===== config.mk =====
export PLATFORM = sky130hd
export DESIGN_NAME = mem_burst_reader_flat
export DESIGN_NICKNAME = d
export VERILOG_FILES = /design/src/rtl/mem_burst_reader_pkg.sv /design/src/rtl/mem_burst_reader_if.sv /design/src/rtl/mem_burst_reader_fifo.sv /design/src/rtl/mem_burst_reader.sv /design/src/flat_wrapper.sv
export SDC_FILE = /design/constraint.sdc
export NUM_CORES = 1
export LEC_CHECK = 0
export ABC_AREA = 1
export BUFFER_PORTS_ARGS = -buffer_cell sky130_fd_sc_hd__buf_2
export CELL_PAD_IN_SITES_DETAIL_PLACEMENT = 0
export CELL_PAD_IN_SITES_GLOBAL_PLACEMENT = 1
export CORE_MARGIN = 1.5
export CORE_UTILIZATION = 41
export CTS_BUF_LIST = sky130_fd_sc_hd__clkbuf_8
export DETAILED_ROUTE_END_ITERATION = 12
export GPL_TIMING_DRIVEN = 0
export PLACE_DENSITY = 0.8
export SLEW_MARGIN = 30
export SYNTH_ARGS = -nofsm -noshare
export SYNTH_HDL_FRONTEND = slang
export SYNTH_HIERARCHICAL = 1
export SYNTH_SLANG_ARGS = --single-unit

===== constraint.sdc =====
create_clock -name clk -period 5.1 [get_ports clk]
set_clock_uncertainty 0.2 [all_clocks]
set_input_delay 1.275 -clock clk [delete_from_list [all_inputs] [get_ports clk]]
set_output_delay 1.275 -clock clk [all_outputs]
set_load 0.01 [all_outputs]

===== src/rtl/mem_burst_reader_pkg.sv =====
// Shared types and width helpers for the burst memory reader.
package mem_reader_pkg;

   typedef enum logic [1:0] {
      ST_IDLE,
      ST_RUN,
      ST_DRAIN
   } state_e;

   // Counter width able to hold 0..depth inclusive.
   function automatic int cnt_w(input int depth);
      return $clog2(depth + 1);
   endfunction

   function automatic int ptr_w(input int depth);
      return (depth > 1) ? $clog2(depth) : 1;
   endfunction

endpackage


===== src/rtl/mem_burst_reader_if.sv =====
// Memory read port plus output stream of the burst reader.
interface mem_burst_reader_if #(
   parameter int DATA_WIDTH = 32,
   parameter int ADDR_WIDTH = 5
);

   logic                  rd_en;
   logic [ADDR_WIDTH-1:0] rd_addr;
   logic [DATA_WIDTH-1:0] rd_data;
   logic [DATA_WIDTH-1:0] m_data;
   logic                  m_valid;
   logic                  m_ready;
   logic                  m_last;

   modport master (
      output rd_en, rd_addr, m_data, m_valid, m_last,
      input  rd_data, m_ready
   );

   modport slave (
      input  rd_en, rd_addr, m_data, m_valid, m_last,
      output rd_data, m_ready
   );

endinterface


===== src/rtl/mem_burst_reader_fifo.sv =====
// Return buffer: {last, data} words, flushable, push and pop in one cycle.
module mem_rd_fifo
   import mem_reader_pkg::*;
#(
   parameter  int WIDTH = 33,
   parameter  int DEPTH = 4,
   localparam int CW    = cnt_w(DEPTH),
   localparam int PW    = ptr_w(DEPTH)
) (
   input  logic             clk,
   input  logic             rst,
   input  logic             flush_i,
   input  logic             push_i,
   input  logic [WIDTH-1:0] din_i,
   input  logic             pop_i,
   output logic [WIDTH-1:0] dout_o,
   output logic             empty_o,
   output logic [CW-1:0]    count_o
);

   logic [WIDTH-1:0] mem_q [DEPTH];
   logic [PW-1:0]    wr_q;
   logic [PW-1:0]    rd_q;
   logic [CW-1:0]    cnt_q;
   logic             do_push;
   logic             do_pop;

   assign do_pop  = pop_i && (cnt_q != '0);
   assign do_push = push_i && ((cnt_q != CW'(DEPTH)) || do_pop);

   always_ff @(posedge clk or posedge rst) begin
      if (rst) begin
         wr_q  <= '0;
         rd_q  <= '0;
         cnt_q <= '0;
         for (int i = 0; i < DEPTH; i++) begin
            mem_q[i] <= '0;
         end
      end else if (flush_i) begin
         wr_q  <= '0;
         rd_q  <= '0;
         cnt_q <= '0;
      end else begin
         if (do_push) begin
            mem_q[wr_q] <= din_i;
            wr_q        <= wr_q + PW'(1);
         end
         if (do_pop) begin
            rd_q <= rd_q + PW'(1);
         end
         cnt_q <= cnt_q + CW'(do_push) - CW'(do_pop);
      end
   end

   assign dout_o  = mem_q[rd_q];
   assign empty_o = (cnt_q == '0);
   assign count_o = cnt_q;

endmodule


===== src/rtl/mem_burst_reader.sv =====
// Streams a block of words from a fixed-latency RAM onto a valid/ready
// stream, single-pass or looping, with credit-limited read issue.
module mem_burst_reader
   import mem_reader_pkg::*;
#(
   parameter int DATA_WIDTH = 32,
   parameter int ADDR_WIDTH = 5,
   parameter int MEM_SIZE   = 32,
   parameter int RD_LATENCY = 1,
   parameter int FIFO_DEPTH = 4
) (
   input  logic                  clk,
   input  logic                  rst,
   input  logic                  start,
   input  logic [ADDR_WIDTH-1:0] base_addr,
   input  logic [ADDR_WIDTH:0]   length,
   input  logic                  loop_en,
   input  logic                  abort,
   output logic                  busy,
   output logic                  done,
   mem_burst_reader_if.master    bus
);

   localparam int AW = ADDR_WIDTH;
   localparam int DW = DATA_WIDTH;
   localparam int L  = RD_LATENCY;
   localparam int CW = cnt_w(FIFO_DEPTH);

   state_e          state_q;
   logic [AW-1:0]   base_q;
   logic [AW-1:0]   cur_q;
   logic [AW:0]     len_q;
   logic [AW:0]     rem_q;
   logic            loop_q;
   logic            discard_q;
   logic            busy_q;
   logic            done_q;
   logic            rd_en_q;
   logic            rd_last_q;
   logic [AW-1:0]   rd_addr_q;
   logic [L-1:0]    pv_q;
   logic [L-1:0]    pv_d;
   logic [L-1:0]    pl_q;
   logic [L-1:0]    pl_d;
   logic [CW-1:0]   infl_q;

   logic            f_push;
   logic            f_pop;
   logic            f_flush;
   logic            f_empty;
   logic [CW-1:0]   f_count;
   logic [DW:0]     f_dout;

   logic [CW:0]     used;
   logic            issue;
   logic            last_word;
   logic            emerge;
   logic [AW-1:0]   next_addr;

   assign emerge    = pv_q[L-1];
   assign f_pop     = bus.m_valid && bus.m_ready;
   assign f_flush   = abort && (state_q != ST_IDLE);
   assign f_push    = emerge && !discard_q && !f_flush;
   assign last_word = (rem_q == (AW+1)'(1));
   assign next_addr = (cur_q == AW'(MEM_SIZE - 1)) ? '0 : cur_q + AW'(1);

   // A word leaving the buffer this cycle frees its slot for a new read.
   assign used  = {1'b0, infl_q} + {1'b0, f_count} - (CW+1)'(f_pop);
   assign issue = (state_q == ST_RUN) && !abort
                  && (used < (CW+1)'(FIFO_DEPTH));

   always_comb begin
      pv_d    = pv_q << 1;
      pv_d[0] = rd_en_q;
      pl_d    = pl_q << 1;
      pl_d[0] = rd_last_q;
   end

   always_ff @(posedge clk or posedge rst) begin
      if (rst) begin
         state_q   <= ST_IDLE;
         base_q    <= '0;
         cur_q     <= '0;
         len_q     <= '0;
         rem_q     <= '0;
         loop_q    <= 1'b0;
         discard_q <= 1'b0;
         busy_q    <= 1'b0;
         done_q    <= 1'b0;
         rd_en_q   <= 1'b0;
         rd_last_q <= 1'b0;
         rd_addr_q <= '0;
         pv_q      <= '0;
         pl_q      <= '0;
         infl_q    <= '0;
      end else begin
         done_q    <= 1'b0;
         rd_en_q   <= issue;
         rd_last_q <= issue && last_word;
         if (issue) begin
            rd_addr_q <= cur_q;
         end
         pv_q   <= pv_d;
         pl_q   <= pl_d;
         infl_q <= infl_q + CW'(issue) - CW'(emerge);
         unique case (state_q)
            ST_IDLE: begin
               if (start && !abort) begin
                  base_q <= base_addr;
                  len_q  <= length;
                  loop_q <= loop_en;
                  cur_q  <= base_addr;
                  rem_q  <= length;
                  if (length != '0) begin
                     state_q <= ST_RUN;
                     busy_q  <= 1'b1;
                  end else begin
                     done_q <= 1'b1;
                  end
               end
            end
            ST_RUN: begin
               if (abort) begin
                  state_q   <= ST_DRAIN;
                  discard_q <= 1'b1;
               end else if (issue) begin
                  if (last_word && loop_q) begin
                     cur_q <= base_q;
                     rem_q <= len_q;
                  end else if (last_word) begin
                     state_q <= ST_DRAIN;
                  end else begin
                     cur_q <= next_addr;
                     rem_q <= rem_q - (AW+1)'(1);
                  end
               end
            end
            ST_DRAIN: begin
               if (abort) begin
                  discard_q <= 1'b1;
               end
               if (infl_q == '0 && f_empty) begin
                  state_q   <= ST_IDLE;
                  busy_q    <= 1'b0;
                  done_q    <= 1'b1;
                  discard_q <= 1'b0;
               end
            end
            default: begin
               state_q <= ST_IDLE;
               busy_q  <= 1'b0;
            end
         endcase
      end
   end

   mem_rd_fifo #(
      .WIDTH (DW + 1),
      .DEPTH (FIFO_DEPTH)
   ) u_fifo (
      .clk     (clk),
      .rst     (rst),
      .flush_i (f_flush),
      .push_i  (f_push),
      .din_i   ({pl_q[L-1], bus.rd_data}),
      .pop_i   (f_pop),
      .dout_o  (f_dout),
      .empty_o (f_empty),
      .count_o (f_count)
   );

   assign busy        = busy_q;
   assign done        = done_q;
   assign bus.rd_en   = rd_en_q;
   assign bus.rd_addr = rd_addr_q;
   assign bus.m_valid = !f_empty;
   assign bus.m_data  = f_empty ? '0 : f_dout[DW-1:0];
   assign bus.m_last  = !f_empty && f_dout[DW];

endmodule


===== src/flat_wrapper.sv =====
// flat-port wrapper written by rule: the top's interface ports become plain ports
module mem_burst_reader_flat import mem_reader_pkg::*;
#(
   parameter int DATA_WIDTH = 32,
   parameter int ADDR_WIDTH = 5,
   parameter int MEM_SIZE   = 32,
   parameter int RD_LATENCY = 1,
   parameter int FIFO_DEPTH = 4
)
  (clk, rst, start, base_addr, length, loop_en, abort, busy, done, bus_rd_en, bus_rd_addr, bus_m_data, bus_m_valid, bus_m_last, bus_rd_data, bus_m_ready);
  mem_burst_reader_if #(.DATA_WIDTH(DATA_WIDTH), .ADDR_WIDTH(ADDR_WIDTH)) bus_i ();
  input  logic clk;
  input  logic rst;
  input  logic start;
  input  logic [ADDR_WIDTH-1:0] base_addr;
  input  logic [ADDR_WIDTH:0] length;
  input  logic loop_en;
  input  logic abort;
  output logic busy;
  output logic done;
  output wire logic [$bits(bus_i.rd_en)-1:0] bus_rd_en;
  output wire logic [$bits(bus_i.rd_addr)-1:0] bus_rd_addr;
  output wire logic [$bits(bus_i.m_data)-1:0] bus_m_data;
  output wire logic [$bits(bus_i.m_valid)-1:0] bus_m_valid;
  output wire logic [$bits(bus_i.m_last)-1:0] bus_m_last;
  input wire logic [$bits(bus_i.rd_data)-1:0] bus_rd_data;
  input wire logic [$bits(bus_i.m_ready)-1:0] bus_m_ready;
  assign bus_rd_en = bus_i.rd_en;
  assign bus_rd_addr = bus_i.rd_addr;
  assign bus_m_data = bus_i.m_data;
  assign bus_m_valid = bus_i.m_valid;
  assign bus_m_last = bus_i.m_last;
  assign bus_i.rd_data = bus_rd_data;
  assign bus_i.m_ready = bus_m_ready;
  mem_burst_reader #(.DATA_WIDTH(DATA_WIDTH), .ADDR_WIDTH(ADDR_WIDTH), .MEM_SIZE(MEM_SIZE), .RD_LATENCY(RD_LATENCY), .FIFO_DEPTH(FIFO_DEPTH)) u_core (.clk(clk), .rst(rst), .start(start), .base_addr(base_addr), .length(length), .loop_en(loop_en), .abort(abort), .busy(busy), .done(done), .bus(bus_i));
endmodule

==> metrics.yaml <==
status: "finished, final reports clean"
ys_ff_latch: 179
cts_resized: 0
setup_viol: 0
synthCells: 1220
fmax_mhz: 225.2
final_nets: 1407
critical_path_class: "reg2reg"
period_needed_ns: 4.440
viasPerCell: 5.455
grt_start_max_net_pins: 29
fp.dieH_um: 153.6
wl_per_cell_um: 18.20
drc: 0
cts_setup_buffers: 0
ys_seq_area_frac: 0.4817
r2r-start: "u_core/u_fifo/count_o[1]"
dr.first_iter.drc_count: 882
die_w_um: 153.6
yosys-top-cells-area: "dfrtp_1 (48%), nand2_1 (16%), nand4_1 (9.3%)"
rsz0062_at_grt: "false"
clk_latency_ns: 0.47
leakage_nw: 5.845
holdCritStartpoint: "u_core/pl_d"
fill_cells: 2239
grt_pass1_vias: 8568
core_area_mm2: 0.02203
ant_nets: 0
netlist_area_mm2: 0.009299
ys_dominant_reg_cell: "dfrtp_1"
hold_path.class: "reg2reg"
path_max_fanout: 10
whs_ns: 0.1572
grt_pass1_wl_um: 47930
n_antenna_cell: 0
ios: 91
async_flop_share: 1.000
numCtsBuffers: 17
antenna_found_initial: 1
initial_utilization: 0.4222
max-slew-margin-rel: 0.5016
placementRows: 54
path_clk_slew_ns: 0.09
synthTopCellsByCount: "nand2_1 (403), dfrtp_1 (179), nand4_1 (138)"
power.density_mw_per_mm2: 485.8
synth_edf_count: 0
synth.distinct_cells: 26
drtPass1Iterations: 9
track_usage: 0.2614
areaGrowthSynthToFinish_pct: 15.34
die-area_mm2: 0.02359
synth_top_area_frac: 0.4817
numPortBuffers: 90
dp_hpwl_um: 20520
cts_tree: "done"
worstMarginPinSlew_ns: 0.7476
cap_violations: 0
routabilityCongestion: 0.8284
clock-sinks: 179
multi_input_comb_area_mm2: 0.004066
crit_arrival_ns: 4.59
cts_buffer_depth: 2
drt-total-wl_um: 29650
end_kind: "flop"
ir_drop_mv: 0.1974
drv_slew: 0
crit_start: "u_core/u_fifo/count_o[1]"
avgSynthCellArea_um2: 7.622
h-tree-depth: 4
seqCellArea_mm2: 0.004479
yosys_warnings: 6
cts_hold_buf: 0
crit_path_start_kind: "flop"
syn-num-nets: 1291
synth.most_common_cell: "nand2_1"
vias: 8886
fin_tns_setup_ns: 0
fin_crit_sh: 0.8706
worst_ep_required_time_ns: 5.25
drive_gt1_frac: 0.1231
finalHoldViolCount: 0
gr-total-overflow: 0
root_buffer: "clkbuf_8"
synth_area_leader_cell: "dfrtp_1"
==> power breakdown <==
| group | switching, mW | internal, mW |
|---|---|---|
| clock | 0.522 | 0.588 |
| sequential | 0.153 | 1.63 |
| combinational | 1.55 | 0.768 |
| total | 2.22 | 2.99 |
==> layer usage <==
| metal | global-route usage | wire [um] |
|---|---|---|
| met4 | 0.09570 | 750 |
| met3 | 0.04961 | 2137 |
| met2 | 0.4003 | 13480 |
| met5 | 0 | 7 |
| met1 | 0.3690 | 13280 |
==> state kept, by name (all words and copies together), names as in the netlist, 3 cells and up <==
name,count
u_core/infl_q,3
u_core/cur_q,5
u_core/base_q,5
u_core/bus.rd_addr,5
u_core/u_fifo/mem_q,132
u_core/rem_q,6
u_core/len_q,6
u_core/u_fifo/count_o,3
==> cells in the final DEF, fill, tap and decap left out, types with 3 or more instances in the layout <==
cell type  count
buf_16         5
ha_1          20
nand2_1      403
xor2_1         3
buf_1          6
o22ai_1       33
buf_4          5
nand3b_1       3
nor2_1       134
nand4_1      138
dfrtp_1      179
a21oi_1        4
bufinv_16      5
nand3_1       22
buf_2        116
o21ai_0       85
clkbuf_1      50
clkbuf_8      18
inv_1         97
==> final cells by class <==
| cell class | count | share of cell area |
|---|---|---|
| repair buffers | 97 | 0.05856 |
| multi-input cells | 858 | 0.3791 |
| well taps | 280 | 0.03266 |
| clock inverters | 14 | 0.01832 |
| inverters | 94 | 0.03325 |
| clock buffers | 18 | 0.02310 |
| plain buffers | 89 | 0.03733 |
| flip-flops and latches | 179 | 0.4176 |
==> kinds of logic after synthesis <==
family / count (synthesis) / synth area share
and+or+nand+nor: 707 / 0.3295
AOI/OAI and AO/OA: 124 / 0.07185
xor gates and xnor gates: 5 / 0.004710
buffers and inverters: 183 / 0.08100
DFF: 179 / 0.4817
adders and majority gates: 22 / 0.03122
==> stage by stage <==
stage	cells	area [um2]	power (mW)	utilization	worst slack, ns
after global placement	1590	10100	4.098	0.4587	0.6147
after detailed placement	1597	10280	4.137	0.4668	0.6051
final	1629	10730	5.210	0.4869	0.6597
after CTS	1629	10730	5.255	0.4869	0.5817
after global routing	1629	10730	5.659	0.4869	0.3055
after floorplan	1220	9303	3.328	-	1.409
==> path summary, 6_finish.rpt <==
check                                                to  slack [ns]  cells after the start
worst max-delay path                   u_core/infl_q[2]        0.66                     20
worst min-delay path                        u_core/pl_q        0.16                      0
worst max register to register         u_core/infl_q[2]        0.66                     20
max in group asynchronous       u_core/u_fifo/mem_q[37]        3.01                      6
worst min register to register              u_core/pl_q        0.16                      0
min in group asynchronous         u_core/bus.rd_addr[1]        0.58                      2
==> critical path: stages (launching register included) <==
cell,delay (ns)
dfrtp_1,0.45
inv_1,0.08
nand2_1,0.06
nor2_1,0.15
buf_2,0.29
clkbuf_1,0.61
nor2_1,0.20
ha_1,0.25
inv_1,0.05
ha_1,0.21
nand3_1,0.09
nand2_1,0.07
inv_1,0.05
nand2_1,0.04
nand2_1,0.12
nand2_1,0.27
ha_1,0.38
inv_1,0.04
ha_1,0.18
fa_1,0.37
xor2_1,0.17
(Power assumes the default switching activity.)
